===== config.mk =====
export PLATFORM = sky130hd
export DESIGN_NAME = soc_pll_seq_flat
export DESIGN_NICKNAME = d
export VERILOG_FILES = /design/src/rtl/soc_pll_seq_pkg.sv /design/src/rtl/soc_pll_seq_if.sv /design/src/rtl/soc_pll_seq_sync_2ff.sv /design/src/rtl/soc_pll_seq.sv /design/src/flat_wrapper.sv
export SDC_FILE = /design/constraint.sdc
export NUM_CORES = 1
export LEC_CHECK = 0
export CORE_ASPECT_RATIO = 0.75
export CORE_MARGIN = 1.5
export CORE_UTILIZATION = 25
export DETAILED_ROUTE_END_ITERATION = 6
export GPL_TIMING_DRIVEN = 0
export SKIP_LAST_GASP = 1
export SYNTH_ARGS = -nofsm -noshare
export SYNTH_HDL_FRONTEND = slang
export SYNTH_SLANG_ARGS = --single-unit

===== constraint.sdc =====
create_clock -name i_clk -period 6.2 [get_ports i_clk]
set_clock_uncertainty 0.05 [all_clocks]
set_input_delay 1.24 -clock i_clk [delete_from_list [all_inputs] [get_ports i_clk]]
set_output_delay 1.24 -clock i_clk [all_outputs]
set_load 0.02 [all_outputs]

===== src/rtl/soc_pll_seq_pkg.sv =====
// Shared types for the SoC PLL power-up/recovery sequencer.
package soc_clk_pkg;

    // Sequencer FSM states; encoding is visible on o_state
    typedef enum logic [2:0] {
        PLL_RST   = 3'd0,
        WAIT_LOCK = 3'd1,
        STABLE    = 3'd2,
        RELEASE   = 3'd3,
        RUN       = 3'd4,
        FAIL      = 3'd5
    } pll_seq_state_e;

    // Domain reset bit positions, released LSB first
    localparam int unsigned DOM_DDR  = 0;
    localparam int unsigned DOM_BUS  = 1;
    localparam int unsigned DOM_CORE = 2;
    localparam int unsigned DOM_RTC  = 3;

    // Larger of two unsigned values, used to size the shared cycle counter
    function automatic int unsigned max_u(input int unsigned a, input int unsigned b);
        return (a > b) ? a : b;
    endfunction

endpackage


===== src/rtl/soc_pll_seq_if.sv =====
// Control/status bundle between the PLL sequencer and its surroundings.
interface soc_pll_seq_if #(
    parameter int unsigned N_DOM = 4
);
    import soc_clk_pkg::*;

    logic               i_pll_lock;
    logic               i_sw_rst;
    logic               o_pll_rst;
    logic [N_DOM-1:0]   o_dom_rst_n;
    logic               o_ready;
    logic               o_fail;
    pll_seq_state_e     o_state;
    logic [2:0]         o_retry_cnt;
    logic [7:0]         o_lockloss_cnt;

    // Sequencer side
    modport master (
        input  i_pll_lock, i_sw_rst,
        output o_pll_rst, o_dom_rst_n, o_ready, o_fail, o_state, o_retry_cnt, o_lockloss_cnt
    );

    // Consumer / controller side
    modport slave (
        output i_pll_lock, i_sw_rst,
        input  o_pll_rst, o_dom_rst_n, o_ready, o_fail, o_state, o_retry_cnt, o_lockloss_cnt
    );

endinterface


===== src/rtl/soc_pll_seq_sync_2ff.sv =====
// Generic two-flop synchronizer, clears to 0 on reset.
module soc_sync_2ff #(
    parameter int unsigned WIDTH = 1
) (
    input  logic             clk,
    input  logic             rst_n,
    input  logic [WIDTH-1:0] d,
    output logic [WIDTH-1:0] q
);

    logic [WIDTH-1:0] meta;

    // Two-stage capture of the asynchronous input
    always_ff @(posedge clk or negedge rst_n) begin
        if (!rst_n) begin
            meta <= '0;
            q    <= '0;
        end else begin
            meta <= d;
            q    <= meta;
        end
    end

endmodule


===== src/rtl/soc_pll_seq.sv =====
// SoC PLL power-up/recovery sequencer: PLL reset, lock wait with timeout and
// retry, lock qualification, staggered domain reset release, lock-loss restart.
// Optional feature macro: SOC_PLL_SEQ_LOCKLOSS_CNT_EN enables the saturating
// lock-loss event counter on o_lockloss_cnt (otherwise tied to zero).
module soc_pll_seq
    import soc_clk_pkg::*;
#(
    parameter int unsigned RST_CYCLES     = 64,
    parameter int unsigned LOCK_TIMEOUT   = 50000,
    parameter int unsigned STABLE_CYCLES  = 1024,
    parameter int unsigned STAGGER_CYCLES = 16,
    parameter int unsigned MAX_RETRY      = 4,
    parameter int unsigned N_DOM          = 4
) (
    input  logic          i_clk,
    input  logic          i_rst_n,
    soc_pll_seq_if.master bus
);

    localparam int unsigned CNT_W = $clog2(max_u(max_u(RST_CYCLES, LOCK_TIMEOUT),
                                                 max_u(STABLE_CYCLES, STAGGER_CYCLES))) + 1;
    localparam int unsigned IDX_W = (N_DOM > 1) ? $clog2(N_DOM) : 1;

    pll_seq_state_e   state_q, state_d;
    logic [CNT_W-1:0] cnt_q, cnt_d;
    logic [IDX_W-1:0] idx_q, idx_d;
    logic [2:0]       retry_q, retry_d;
    logic [N_DOM-1:0] dom_q, dom_d;
    logic             pll_rst_q, pll_rst_d;
    logic             ready_q, ready_d;
    logic             fail_q, fail_d;
    logic             lock_s;

    soc_sync_2ff #(
        .WIDTH (1)
    ) u_lock_sync (
        .clk   (i_clk),
        .rst_n (i_rst_n),
        .d     (bus.i_pll_lock),
        .q     (lock_s)
    );

    // State, timing and registered-output flops
    always_ff @(posedge i_clk or negedge i_rst_n) begin
        if (!i_rst_n) begin
            state_q   <= PLL_RST;
            cnt_q     <= '0;
            idx_q     <= '0;
            retry_q   <= '0;
            dom_q     <= '0;
            pll_rst_q <= 1'b1;
            ready_q   <= 1'b0;
            fail_q    <= 1'b0;
        end else begin
            state_q   <= state_d;
            cnt_q     <= cnt_d;
            idx_q     <= idx_d;
            retry_q   <= retry_d;
            dom_q     <= dom_d;
            pll_rst_q <= pll_rst_d;
            ready_q   <= ready_d;
            fail_q    <= fail_d;
        end
    end

    // Next-state, counter and output decode
    always_comb begin
        state_d = state_q;
        cnt_d   = cnt_q;
        idx_d   = idx_q;
        retry_d = retry_q;
        dom_d   = dom_q;

        case (state_q)
            PLL_RST: begin
                cnt_d = cnt_q + CNT_W'(1);
                if (cnt_q == CNT_W'(RST_CYCLES - 1)) begin
                    state_d = WAIT_LOCK;
                end
            end
            WAIT_LOCK: begin
                cnt_d = cnt_q + CNT_W'(1);
                if (lock_s) begin
                    state_d = STABLE;
                end else if (cnt_q == CNT_W'(LOCK_TIMEOUT - 1)) begin
                    retry_d = (retry_q == 3'd7) ? retry_q : retry_q + 3'd1;
                    state_d = ((32'(retry_q) + 32'd1) >= MAX_RETRY) ? FAIL : PLL_RST;
                end
            end
            STABLE: begin
                cnt_d = cnt_q + CNT_W'(1);
                if (!lock_s) begin
                    state_d = WAIT_LOCK;
                end else if (cnt_q == CNT_W'(STABLE_CYCLES - 1)) begin
                    state_d = RELEASE;
                    retry_d = '0;
                    idx_d   = '0;
                end
            end
            RELEASE: begin
                cnt_d = cnt_q + CNT_W'(1);
                if (!lock_s) begin
                    state_d = PLL_RST;
                    dom_d   = '0;
                end else if (cnt_q == CNT_W'(STAGGER_CYCLES - 1)) begin
                    dom_d[idx_q] = 1'b1;
                    cnt_d        = '0;
                    if (idx_q == IDX_W'(N_DOM - 1)) begin
                        state_d = RUN;
                    end else begin
                        idx_d = idx_q + IDX_W'(1);
                    end
                end
            end
            RUN: begin
                if (!lock_s) begin
                    state_d = PLL_RST;
                    dom_d   = '0;
                end
            end
            FAIL: begin
                dom_d = '0;
            end
            default: begin
                state_d = PLL_RST;
                dom_d   = '0;
            end
        endcase

        // Every state change restarts the shared timer
        if (state_d != state_q) begin
            cnt_d = '0;
        end

        // Software restart overrides everything, including a coincident lock loss
        if (bus.i_sw_rst) begin
            state_d = PLL_RST;
            cnt_d   = '0;
            idx_d   = '0;
            retry_d = '0;
            dom_d   = '0;
        end

        pll_rst_d = (state_d == PLL_RST) || (state_d == FAIL);
        ready_d   = (state_d == RUN);
        fail_d    = (state_d == FAIL);
    end

`ifdef SOC_PLL_SEQ_LOCKLOSS_CNT_EN
    logic [7:0] lockloss_q;
    logic       lockloss_c;

    assign lockloss_c = !bus.i_sw_rst && !lock_s &&
                        ((state_q == RELEASE) || (state_q == RUN));

    // Saturating lock-loss event counter, cleared only by hardware reset
    always_ff @(posedge i_clk or negedge i_rst_n) begin
        if (!i_rst_n) begin
            lockloss_q <= '0;
        end else if (lockloss_c && (lockloss_q != 8'hFF)) begin
            lockloss_q <= lockloss_q + 8'd1;
        end
    end

    assign bus.o_lockloss_cnt = lockloss_q;
`else
    assign bus.o_lockloss_cnt = 8'd0;
`endif

    assign bus.o_pll_rst   = pll_rst_q;
    assign bus.o_dom_rst_n = dom_q;
    assign bus.o_ready     = ready_q;
    assign bus.o_fail      = fail_q;
    assign bus.o_state     = state_q;
    assign bus.o_retry_cnt = retry_q;

endmodule


===== src/flat_wrapper.sv =====
// flat-port wrapper written by rule: the top's interface ports become plain ports
module soc_pll_seq_flat import soc_clk_pkg::*;
#(
    parameter int unsigned RST_CYCLES     = 64,
    parameter int unsigned LOCK_TIMEOUT   = 50000,
    parameter int unsigned STABLE_CYCLES  = 1024,
    parameter int unsigned STAGGER_CYCLES = 16,
    parameter int unsigned MAX_RETRY      = 4,
    parameter int unsigned N_DOM          = 4
)
  (i_clk, i_rst_n, bus_i_pll_lock, bus_i_sw_rst, bus_o_pll_rst, bus_o_dom_rst_n, bus_o_ready, bus_o_fail, bus_o_state, bus_o_retry_cnt, bus_o_lockloss_cnt);
  soc_pll_seq_if #(.N_DOM(N_DOM)) bus_i ();
  input  logic i_clk;
  input  logic i_rst_n;
  input wire logic [$bits(bus_i.i_pll_lock)-1:0] bus_i_pll_lock;
  input wire logic [$bits(bus_i.i_sw_rst)-1:0] bus_i_sw_rst;
  output wire logic [$bits(bus_i.o_pll_rst)-1:0] bus_o_pll_rst;
  output wire logic [$bits(bus_i.o_dom_rst_n)-1:0] bus_o_dom_rst_n;
  output wire logic [$bits(bus_i.o_ready)-1:0] bus_o_ready;
  output wire logic [$bits(bus_i.o_fail)-1:0] bus_o_fail;
  output wire logic [$bits(bus_i.o_state)-1:0] bus_o_state;
  output wire logic [$bits(bus_i.o_retry_cnt)-1:0] bus_o_retry_cnt;
  output wire logic [$bits(bus_i.o_lockloss_cnt)-1:0] bus_o_lockloss_cnt;
  assign bus_i.i_pll_lock = bus_i_pll_lock;
  assign bus_i.i_sw_rst = bus_i_sw_rst;
  assign bus_o_pll_rst = bus_i.o_pll_rst;
  assign bus_o_dom_rst_n = bus_i.o_dom_rst_n;
  assign bus_o_ready = bus_i.o_ready;
  assign bus_o_fail = bus_i.o_fail;
  assign bus_o_state = bus_i.o_state;
  assign bus_o_retry_cnt = bus_i.o_retry_cnt;
  assign bus_o_lockloss_cnt = bus_i.o_lockloss_cnt;
  soc_pll_seq #(.RST_CYCLES(RST_CYCLES), .LOCK_TIMEOUT(LOCK_TIMEOUT), .STABLE_CYCLES(STABLE_CYCLES), .STAGGER_CYCLES(STAGGER_CYCLES), .MAX_RETRY(MAX_RETRY), .N_DOM(N_DOM)) u_core (.i_clk(i_clk), .i_rst_n(i_rst_n), .bus(bus_i));
endmodule

==> results.md <==
- Setup Fix Bufs, Post-CTS: 0
- Post-layout instance area: 2480 µm²
- Leak pwr: 0.00100 µW
- #FFs+latches synth: 34
- Fin crit period: 3180 ps
- Placer congestion estimate: 0.868
- Slew Limit Fails: 0
- Placed cell areas: 2390 µm²
- Storage cell area: 852 µm²
- Seq/Total Area, Yosys: 0.410
- Peak supply drop: 0.0000784 V
- Top cell type's share of synthesized area: 0.398
- DR iter-0 viols: 149
- Syn-to-layout area delta: 19.5%
- DR DRC count: 0
- Final Hold Viols: 0
- Row count: 28
- Pin count of the biggest net entering global routing: 35
- Layout Cells excl Fill: 344
- Drt total wl: 4.48 mm
- Layout Nets: 249
- Pwr Density: 171 nW/µm²
- Cts hold-fix bufs: 0
- Crit path max-delay family: simple AND/OR/NAND/NOR gates
- Cell accounting for the most synthesized area: dfrtp_1
- Port buffer count: 16
- Slew @ Worst Pin: 757 ps
- Relative slew margins: 0.495
- DR pass1 iterations: 4
- Final worst-path cycle share: 0.513
- Clk slew on worst S/H paths: 70 ps
- Worst setup SP type: input port
- Worst Hold Class: register to register
- Top post-synthesis cells by area: dfrtp_1 40%, xor2_1 4.6%, a21oi_2 4.2%, ha_1 4.2%, a21oi_1 3.6%
- Total chip power: 424 µW
- Die W: 108 µm
- EDFF count, synth: 0
- H-tree depth: 2
- Post-Place Cells: 336
- Fillers: 831
- CP endpoint kind: register
- Final setup vio count: 0
- Die Area: 8860 µm²
- Clock tree buffer depth: 2
- Vias in the first global route: 1466
- CTS tree: yes
- Crit-path max cell delay: 590 ps
- Tot GR Track Use: 0.112
- Asr flop ratio synth: 1.00
- WL/cell: 13.0 µm
- Total number of vias: 1614
- CP required: 6330 ps
- RSZ-0062 raised after global routing: false
- Clock root buffer: clkbuf_8
- FF-to-FF setup slack: 3460 ps
- Post-Syn Area per Cell: 9.98 µm²
- YS warnings: 0
- Initial antenna violation count: 0
- Clock Sinks: 34
- Multi-input gate area: 1130 µm²
- Yosys cell types: 47
- Crit path cell chain: clkdlybuf4s50_1 -> nor2b_1 -> nor4_1 -> nand3_1 -> or2_2 -> xor2_1 -> a21oi_2
- Cts repair resizes: 0
- Initial core utilization: 0.261
- Status: finished, final reports clean
- Total inserted antenna cells: 0
- CP Buf/Inv Count: 1
- Ys flop type: dfrtp_1
- Number of buffers created by CTS: 5
- Core Area: 7950 µm²
- Cell Area, Synth: 2080 µm²
- Worst Hold Slack: 302 ps
- Insertion delay of the later-clocked pin in the worst-skew pair: 290 ps
- Layout cell share with drive strength beyond 1: 0.192
- Post-synthesis cell count: 208
- Setup CP Type: input port to register
- Crit-path max FO: 6
- Setup TNS: 0 ps
- DP HPWL: 3.34 mm
- Most common cell after layout, fill and taps aside: dfrtp_1
- CP max stage cell: clkdlybuf4s50_1
- Gr ovfl total: 0
- Antenna-violating nets left: 0
- Vias per Instance: 4.69
- Max Cap Viol: 0
- First-pass GRT wire length: 7.58 mm
- Max frequency: 315 MHz
- Most frequent cells in the layout: 33 x dfrtp_1, 17 x nor2_1, 15 x a21oi_1, 15 x clkdlybuf4s50_1, 12 x nand3_1
- Io pins: 25
- WP data arrival: 3310 ps
- Die height: 81.9 µm
==> synthesized netlist by cell type, drive strengths merged (2+ instances only) <==
| cell | n |
|---|---|
| dfrtp | 33 |
| a21oi | 25 |
| nor2 | 18 |
| nand3 | 12 |
| xor2 | 11 |
| buf | 10 |
| nor4 | 8 |
| and3 | 7 |
| ha | 7 |
| nand2 | 7 |
| inv | 6 |
| nor3 | 6 |
| xnor2 | 6 |
| clkbuf | 5 |
| nand2b | 5 |
| nor2b | 5 |
| a31oi | 4 |
| mux2i | 4 |
| or4 | 4 |
| a221oi | 2 |
| a22oi | 2 |
| nand4 | 2 |
| o21bai | 2 |
| o22ai | 2 |
==> kinds of logic after synthesis <==
logic type,Yosys count,synth area share
flip-flops,34,0.410
AND/OR/NAND/NOR,81,0.251
XOR/XNOR,17,0.0717
adder cells (fa/ha/maj),7,0.0422
AO/OA/AOI/OAI,43,0.144
buffers and inverters,21,0.0597
other,1,0.00181
multiplexers,4,0.0193
==> report_power, final <==
part / internal (µW) / switching, µW
clock network: 89.6 / 81.5
logic: 9.11 / 17.7
registers: 224 / 1.73
total: 323 / 101
==> flip-flops by register name, indices dropped and copies added (netlist names) <==
name,flops
u_core.u_lock_sync.q,1
u_core.bus.o_state,3
u_core.bus.o_ready,1
u_core.bus.o_retry_cnt,3
u_core.bus.o_pll_rst,1
u_core.u_lock_sync.meta,1
u_core.bus.o_dom_rst_n,4
u_core.cnt_q,17
u_core.idx_q,2
u_core.bus.o_fail,1
==> per-layer routing <==
| metal | vias up | track usage | share of wire |
|---|---|---|---|
| met4 | 0 | 0.0395 | 0.013 |
| met5 | - | 0 | 0 |
| met1 | 754 | 0.177 | 0.55 |
| li1 | 794 | - | - |
| met3 | 8 | 0.0302 | 0.075 |
| met2 | 58 | 0.139 | 0.36 |
==> path summary, 6_finish.rpt <==
check | startpoint | to | cells after the start
max | bus_i_sw_rst | u_core.cnt_q[16] | 7
max in group asynchronous | i_rst_n | u_core.cnt_q[4] | 1
min reg2reg | u_core.u_lock_sync.meta | u_core.u_lock_sync.q | 0
max reg2reg | u_core.bus.o_retry_cnt[0] | u_core.cnt_q[7] | 8
min in group asynchronous | i_rst_n | u_core.cnt_q[16] | 1
min | u_core.u_lock_sync.meta | u_core.u_lock_sync.q | 0
==> through the flow <==
step                setup WS (ps)   util
CTS                          3020  0.312
global route                 2860  0.312
floorplan                    3640      -
global placement             2680  0.301
detailed placement           2710  0.300
finish                       3020  0.312
==> worst reg2reg max path: stages (launching register included) <==
cell,delay (ps)
dfrtp_1,430
ha_1,220
ha_1,280
a31oi_1,300
nor4_1,120
a221oi_1,580
nand4b_2,330
buf_6,260
a21oi_2,110
==> layout make-up <==
type,instances,share of cell area
Clock inverter,1,0.00202
Buffer,15,0.0409
Inverter,6,0.00908
Tap cell,105,0.0530
Sequential cell,34,0.344
Multi-Input combinational cell,160,0.454
Timing Repair Buffer,16,0.0626
Clock buffer,7,0.0348
(Power assumes the default switching activity.)
==> edit (config.mk and constraints unchanged) <==
Build with the macro `SOC_PLL_SEQ_LOCKLOSS_CNT_EN` defined.
--- a/src/rtl/soc_pll_seq.sv
+++ b/src/rtl/soc_pll_seq.sv
@@ -4,2 +4,4 @@
 // lock-loss event counter on o_lockloss_cnt (otherwise tied to zero).
+`define SOC_PLL_SEQ_LOCKLOSS_CNT_EN
+
 module soc_pll_seq
Check against the original RTL: same outputs for any inputs over 10 cycles, from zero or initial values and one cycle with i_rst_n low; that may be too few to reach the edited logic, so the function may still have changed.
==> edit against the original RTL <==
- sequential cell count is 8 higher
- design area is 18% higher
- worst setup slack worse by 30 ps
- die area is 13% higher
- area after synthesis is 13% higher
- power is 35% higher
- routed wire length is 13% higher
==> edit: results (changes against the original RTL) <==
Top post-synthesis cells by area: dfrtp_1 44%, xnor2_1 6.0%, ha_1 4.3%, nor4_2 3.7%, nor4_1 3.5% (was dfrtp_1 40%, xor2_1 4.6%, a21oi_2 4.2%, ha_1 4.2%, a21oi_1 3.6%)
Share of layout cells above drive strength 1: 10.04% (was 19.25%)
Asr flop ratio synth: 100.0% (unchanged)
Register area share after synthesis: 44.78% (was 41.05%)
Clk buf depth: 2 (unchanged)
IO buf count: 24 (was 16)
Drt wl/cell: 12.81 µm (was 13.03 µm)
CP Data Arrival Time: 3350 ps (was 3310 ps)
Synth Warn #: 0 (unchanged)
Inst Count DP: 389 (was 336)
Total number of vias: 1839 (was 1614)
Worst Reg2Reg Path Length in Cells: 7 (was 8)
First-pass GRT wire length: 8.887 mm (was 7.576 mm)
Pre-Repair DR Iteration Count: 4 (unchanged)
Status: complete, no violations (unchanged)
Post-DP HPWL: 3.923 mm (was 3.341 mm)
Post-CTS Repair Setup Buffers: 0 (unchanged)
Crit path max fanout: 5 (was 6)
Fillers: 953 (was 831)
Clock Latency Late Sink: 290 ps (about the same)
Synth cell count leaders: 41 x dfrtp_1, 20 x nand2_1, 18 x nor2_1, 16 x xnor2_1, 13 x nor4_1 (was 33 x dfrtp_1, 17 x nor2_1, 15 x a21oi_1, 12 x nand3_1, 11 x xor2_1)
Clock root cell: clkbuf_16 (was clkbuf_8)
Mapped Nets: 248
Nets: 280 (was 249)
Synth unique cells: 46 (was 47)
Placer Congestion: 0.8591 (was 0.8679)
Hold depth: 0 (unchanged)
Clk slew on worst S/H paths: 60 ps
Max reg flops: 17 (unchanged)
Lkg Pwr: 1.162 nW (was 1.003 nW)
Tot GR Track Use: 11.43% (was 11.20%)
Largest net degree at the start of global routing: 23 (was 35)
1st-iter DRT viols: 108 (was 149)
Non-filler cells, final: 397 (was 344)
Initial antenna violation count: 0 (unchanged)
Peak VDD IR: 0.09097 mV (was 0.07838 mV)
Syn_area_per_cell: 9.957 µm² (was 9.980 µm²)
Slew HR: 38.11% (was 49.52%)
Worst min-delay path category: reg -> reg (unchanged)
edit: metal layers:
layer  GRT usage, %  part of all wire (%)  up-vias  routed length (µm)
li1               -                     -      928                   -
met1          16.70                    54      868                2736
met2          16.34                    41       41                2067
met3          3.758                   5.2        2                 267
met4          2.357                  0.29        0                  15
met5              0                     0        -                   0
edit: path summary, 6_finish.rpt:
path                                         start                      endpoint  slack (ps)
setup / recovery                      bus_i_sw_rst              u_core.cnt_q[13]        2990
hold / removal             u_core.u_lock_sync.meta          u_core.u_lock_sync.q         300
setup reg to reg                   u_core.cnt_q[0]              u_core.cnt_q[13]        3060
hold reg to reg            u_core.u_lock_sync.meta          u_core.u_lock_sync.q         300
min in group asynchronous                  i_rst_n  u_core.bus.o_lockloss_cnt[4]         870
max in group asynchronous                  i_rst_n               u_core.cnt_q[2]        4750
edit: worst max-delay path: stages:
cell             delay, ps
clkdlybuf4s50_1        610
nor2b_1                140
nor2_1                 190
and3_1                 270
nor3b_1                410
nand4_1                160
xor2_1                 170
nor4_1                 160
edit: report_power, final:
part | internal, mW | total, mW | leakage, nW | switching [mW]
clock network | 0.151 | 0.263 | 0.0704 | 0.112
registers | 0.277 | 0.281 | 0.574 | 0.00351
logic | 0.00953 | 0.0263 | 0.518 | 0.0167
total | 0.438 | 0.570 | 1.16 | 0.132
edit: kinds of logic after synthesis:
logic type	after synthesis	share of synthesized area (%)
buffers and inverters	17	2.875
XOR/XNOR	22	8.200
multiplexers	3	1.544
flip-flops	42	44.78
AO/OA/AOI/OAI	27	8.573
AND/OR/NAND/NOR	117	29.76
adder cells (fa/ha/maj)	8	4.260
edit: layout make-up:
type	count	area, µm²	share of cell area, %
Sequential cell	42	1052	36.00
Multi-Input combinational cell	177	1230	42.08
Tap cell	128	160.2	5.479
Clock inverter	3	25.02	0.8562
Buffer	11	45.04	1.541
Inverter	6	22.52	0.7705
Clock buffer	5	125.1	4.281
Timing Repair Buffer	25	262.8	8.990
edit: stage by stage:
| step | utilization [%] | setup slack [ps] | instance area, µm² | total power [mW] |
|---|---|---|---|---|
| finish | 32.18 | 2990 | 2923 | 0.5703 |
| global route | 32.18 | 2782 | 2923 | 0.5996 |
| detailed placement | 30.52 | 2713 | 2773 | 0.3127 |
| CTS | 32.18 | 3004 | 2923 | 0.5788 |
| floorplan | - | 3517 | 2350 | 0.2970 |
| global placement | 30.28 | 2760 | 2750 | 0.3105 |
